[src/rtl/lfsr_rng_range.sv]
// Fibonacci LFSR random source returning values bounded to [0, range_max] by mask-and-reject.
// Optional draw/reject statistics counters are enabled with LFSR_RNG_STATS_EN.
module lfsr_rng_range #(
  parameter int unsigned WIDTH = 8,
  parameter logic [WIDTH-1:0] TAPS = WIDTH'(8'hB8),
  parameter logic [WIDTH-1:0] SEED = WIDTH'(8'h0F)
) (
  input  logic             clock,
  input  logic             reset,
  input  logic             seed_load,
  input  logic [WIDTH-1:0] seed_in,
  input  logic             req,
  input  logic [WIDTH-1:0] range_max,
  output logic             busy,
  output logic             rnd_valid,
  output logic [WIDTH-1:0] rnd
`ifdef LFSR_RNG_STATS_EN
  ,
  output logic [15:0]      draw_count,
  output logic [15:0]      reject_count
`endif
);

  typedef enum logic {IDLE, DRAW} state_t;

  state_t           state;
  logic [WIDTH-1:0] lfsr;
  logic [WIDTH-1:0] bound;
  logic [WIDTH-1:0] mask;
  logic [WIDTH-1:0] mask_c;
  logic [WIDTH-1:0] cand_c;
  logic             fb_c;
  logic             eval_c;
  logic             accept_c;

  assign fb_c     = ^(lfsr & TAPS);
  assign cand_c   = lfsr & mask;
  assign eval_c   = (state == DRAW) && !seed_load;
  assign accept_c = eval_c && (cand_c <= bound);

  // Smear the highest set bit downwards: smallest 2^k-1 covering range_max.
  always_comb begin
    mask_c = range_max;
    for (int i = 1; i < int'(WIDTH); i++) begin
      mask_c = mask_c | (mask_c >> i);
    end
  end

  always_ff @(posedge clock) begin
    if (reset) begin
      lfsr      <= SEED;
      state     <= IDLE;
      busy      <= 1'b0;
      rnd_valid <= 1'b0;
      rnd       <= '0;
      bound     <= '0;
      mask      <= '0;
    end else begin
      rnd_valid <= 1'b0;

      if (seed_load) begin
        lfsr <= (seed_in == '0) ? SEED : seed_in;
      end else if (lfsr == '0) begin
        lfsr <= SEED;
      end else begin
        lfsr <= {lfsr[WIDTH-2:0], fb_c};
      end

      case (state)
        IDLE: begin
          if (req) begin
            bound <= range_max;
            mask  <= mask_c;
            state <= DRAW;
            busy  <= 1'b1;
          end
        end
        DRAW: begin
          // Candidate uses the pre-advance LFSR value; a seed_load edge skips evaluation.
          if (accept_c) begin
            rnd       <= cand_c;
            rnd_valid <= 1'b1;
            state     <= IDLE;
            busy      <= 1'b0;
          end
        end
        default: begin
          state <= IDLE;
          busy  <= 1'b0;
        end
      endcase
    end
  end

`ifdef LFSR_RNG_STATS_EN
  logic reject_c;

  assign reject_c = eval_c && !(cand_c <= bound);

  // Saturating statistics, cleared by reset or reseed.
  always_ff @(posedge clock) begin
    if (reset || seed_load) begin
      draw_count   <= '0;
      reject_count <= '0;
    end else begin
      if (accept_c && (draw_count != 16'hFFFF)) begin
        draw_count <= draw_count + 16'd1;
      end
      if (reject_c && (reject_count != 16'hFFFF)) begin
        reject_count <= reject_count + 16'd1;
      end
    end
  end
`endif

endmodule

[config.mk]
export PLATFORM = sky130hd
export DESIGN_NAME = lfsr_rng_range
export DESIGN_NICKNAME = d
export VERILOG_FILES = /design/src/rtl/lfsr_rng_range.sv
export SDC_FILE = /design/constraint.sdc
export NUM_CORES = 1
export LEC_CHECK = 0
export BUFFER_PORTS_ARGS = -buffer_cell sky130_fd_sc_hd__buf_2
export CAP_MARGIN = 5
export CORE_MARGIN = 1
export CORE_UTILIZATION = 50
export DETAILED_ROUTE_END_ITERATION = 16
export GPL_ROUTABILITY_DRIVEN = 0
export PLACE_DENSITY = 0.73
export SETUP_SLACK_MARGIN = 0.1
export SYNTH_ARGS = -nofsm -noshare
export SYNTH_HDL_FRONTEND = slang
export SYNTH_SLANG_ARGS = --single-unit
[constraint.sdc]
create_clock -name clock -period 3.3 [get_ports clock]
set_clock_uncertainty 0.1 [all_clocks]
set_input_delay 0.66 -clock clock [delete_from_list [all_inputs] [get_ports clock]]
set_output_delay 0.66 -clock clock [all_outputs]
set_load 0.01 [all_outputs]
==> results by group <==
Clock tree
  • Clock Latency Late Sink: 0.32 ns
  • Post_cts resized: 0
  • CTS Root Cell: clkbuf_4
  • CTS H-tree depth: 2
  • CTS clk-pin slew, worst paths: 0.09 ns
  • CTS Sinks: 34
  • Cts hold-fix bufs: 0
  • Post-CTS Setup Bufs: 0
  • Deepest clock path buffer count: 2
  • CTS tree: yes
  • TritonCTS Buffers: 5

Setup path
  • WP buf/inv: 0
  • R2R depth: 7
  • CP Launch Type: flip-flop
  • Reg-to-reg endpoint: rnd[0]
  • Cell Chain, Critical Path: and2_1 > ha_1 > a211o_1 > o211ai_1 > nand2_1 > a31oi_4 > mux2_1
  • Data arrival time of the critical path: 2.46 ns
  • Crit path max fanout: 11
  • Top delay family on crit path: compound AO/OA/AOI/OAI gates
  • Worst endpoint required time: 3.42 ns
  • Slowest stage cell, crit path: a31oi_4
  • Critical path class: reg2reg
  • Reg2reg setup slack: 0.96 ns
  • Slowest stage delay, CP: 0.43 ns
  • CP Capture Type: flip-flop
  • Worst r2r src: lfsr[5]

Synthesis
  • Seq/Total Area, Yosys: 42.5%
  • Synth Register Bits: 34
  • Synth area leader: dfxtp_1
  • Area contributors post-synth: dfxtp_1, nand2b_1, ha_1, mux2i_1, nand2_1
  • Yosys top cell area share: 42.5%
  • Post-synth EDFFs: 0
  • Unique masters post-synth: 32
  • Synth Area per Inst: 8.70 sq um
  • Post-synth ARST share: 0%
  • Top FF cell, synth: dfxtp_1
  • Synth Net Count: 212
  • Synthesized area: 1600 sq um
  • Synthesis Warnings: 0
  • Synth Instances: 184

Floorplan
  • Die width: 58.6 um
  • Initial Utilization: 52.4%
  • Core footprint: 3050 sq um
  • Io pins: 30
  • Die H: 58.6 um
  • # rows: 20
  • Die area: 3430 sq um

Timing
  • Setup TNS: 0 ns
  • Period utilization: 70.9%
  • Slew HR: 56.8%
  • Min Tclk post-route: 2.34 ns
  • Final Max Slew Viols: 0
  • Slew at the pin closest to its max-slew limit: 0.648 ns
  • Final count of hold timing violations: 0
  • Setup Viol. Count Final: 0
  • Slack of the critical path: 0.960 ns
  • F_max: 427 MHz
  • Unrepaired setup endpoints after global routing: no

Layout
  • Final instance area: 1810 sq um
  • Fill count: 311
  • Share of post-route cells with drive strength above 1: 17.5%
  • Util after Layout: 59.3%
  • Area delta synth->final: 13.2%
  • # diodes: 0
  • # nets final: 240

Place
  • Detailed-placement wirelength estimate: 2430 um
  • Pre-CTS setup slack: 0.953 ns
  • IO buf count: 29
  • Dpl cell area: 1770 sq um

Job
  • Max Cap Viol: 0

Global routing
  • Total gr overflow: 0
  • Vias in the first global route: 1194
  • Total Routing Usage GR: 20.6%
  • Largest net degree at the start of global routing: 44
  • First-pass GRT wire length: 5200 um
  • Initial antenna violation count: 0

Detailed routing
  • WL final: 3160 um
  • Starting DRT DRC Count: 32
  • Routed Antenna Nets: 0
  • Vias per Instance: 5.05
  • Routed via count: 1294
  • DRC viols: 0
  • WL/cell: 12.4 um
  • TritonRoute pass-1 iters: 4

Worst hold path
  • Worst hold path depth: 2
  • Hold Crit Start: bound[3]
  • Hold WC Path Type: reg2reg
  • Endpoint, Worst Hold: bound[3]

Pwr
  • P per Cell Area: 438 nW/um^2
  • Worst VDD drop: 0.244 mV
  • P_leak: 0.755 nW

Run status
  • Outcome: complete, no violations
==> Yosys cell counts (all sizes together) (4+ instances only) <==
cell type  number
ha              8
inv            10
nand2b         20
nor4            5
dfxtp          34
o22ai           4
a21oi           9
clkbuf          8
and2            6
nor2           15
mux2i           9
nor3            9
nand2          20
==> cell usage in the layout, fill, tap and decap left out <==
cell      count
a31oi_1       1
nor3_1        9
nor2b_1       3
xnor2_1       2
nand3b_1      1
nor2_1       15
or4_1         2
a21oi_1       9
buf_2        29
and2b_1       1
and2_1        6
mux2i_1       9
clkbuf_1      2
o211ai_1      2
nand3_1       2
inv_1        10
ha_1          8
nand2b_1     20
dfxtp_1      34
buf_4         1
a31oi_4       1
nor4_2        1
mux2_1        1
nand4_1       2
nor4_1        4
o32ai_1       1
or2_1         1
a211oi_1      2
nand2_1      20
a21o_1        1
a211o_1       1
clkbuf_4      5
a22oi_1       2
o22ai_1       4
==> registers in the layout, indices dropped and copies added, names as in the netlist <==
name / cells
rnd: 8
lfsr: 8
mask: 7
bound: 8
state: 1
rnd_valid: 1
busy: 1
==> worst max-delay path by stage <==
stage | from | end | slack (ns) | cells past startpoint
floorplan | lfsr[5] | rnd[0] | 1.33 | 7
global placement | lfsr[5] | rnd[0] | 1.04 | 7
detailed placement | lfsr[5] | rnd[0] | 0.95 | 7
CTS | lfsr[5] | rnd[0] | 0.95 | 7
global route | lfsr[5] | rnd[0] | 0.84 | 7
finish | lfsr[5] | rnd[0] | 0.96 | 7
==> area by class of cell <==
type                       instances  area (sq um)  area share [%]
clock buffer                       7          45.0            2.49
sequential                        34           681            37.6
multi-input combinational        131           841            46.4
inverter                          10          37.5            2.07
tap                               44          55.1            3.04
timing repair buffer              30           153            8.43
==> power by group <==
part	internal (W)	total [W]	switching, W
Combinational	0.0000627	0.000141	0.0000780
Sequential	0.000436	0.000451	0.0000156
Clock	0.0000802	0.000202	0.000122
==> through the flow <==
stage / hold WS [ns] / std cells / power (W)
CTS: 0.364 / 256 / 0.000801
floorplan: 0.336 / 184 / 0.000561
detailed placement: 0.351 / 249 / 0.000603
global placement: 0.346 / 249 / 0.000596
global route: 0.386 / 256 / 0.000835
finish: 0.361 / 256 / 0.000794
==> worst register-to-register path: stages, from the launching register on <==
cell	delay [ns]
dfxtp_1	0.33
and2_1	0.18
ha_1	0.29
a211o_1	0.30
o211ai_1	0.12
nand2_1	0.12
a31oi_4	0.43
mux2_1	0.36
==> kinds of logic after synthesis <==
kind of cell	synth area share, %
buffers and inverters	4.93
AOI/OAI and AO/OA	10.5
xor gates and xnor gates	1.09
and+or+nand+nor	28.4
muxes	6.33
DFF	42.5
adders and majority gates	6.26
==> routing by layer <==
layer | vias to the layer above | GRT usage (%) | wire [um]
met5 | - | 0 | 0
met1 | 585 | 26.3 | 1550
met2 | 24 | 32.5 | 1440
li1 | 679 | - | -
met4 | 0 | 9.18 | 55
met3 | 6 | 5.93 | 118
No activity file was read; power rests on OpenSTA's default activity.
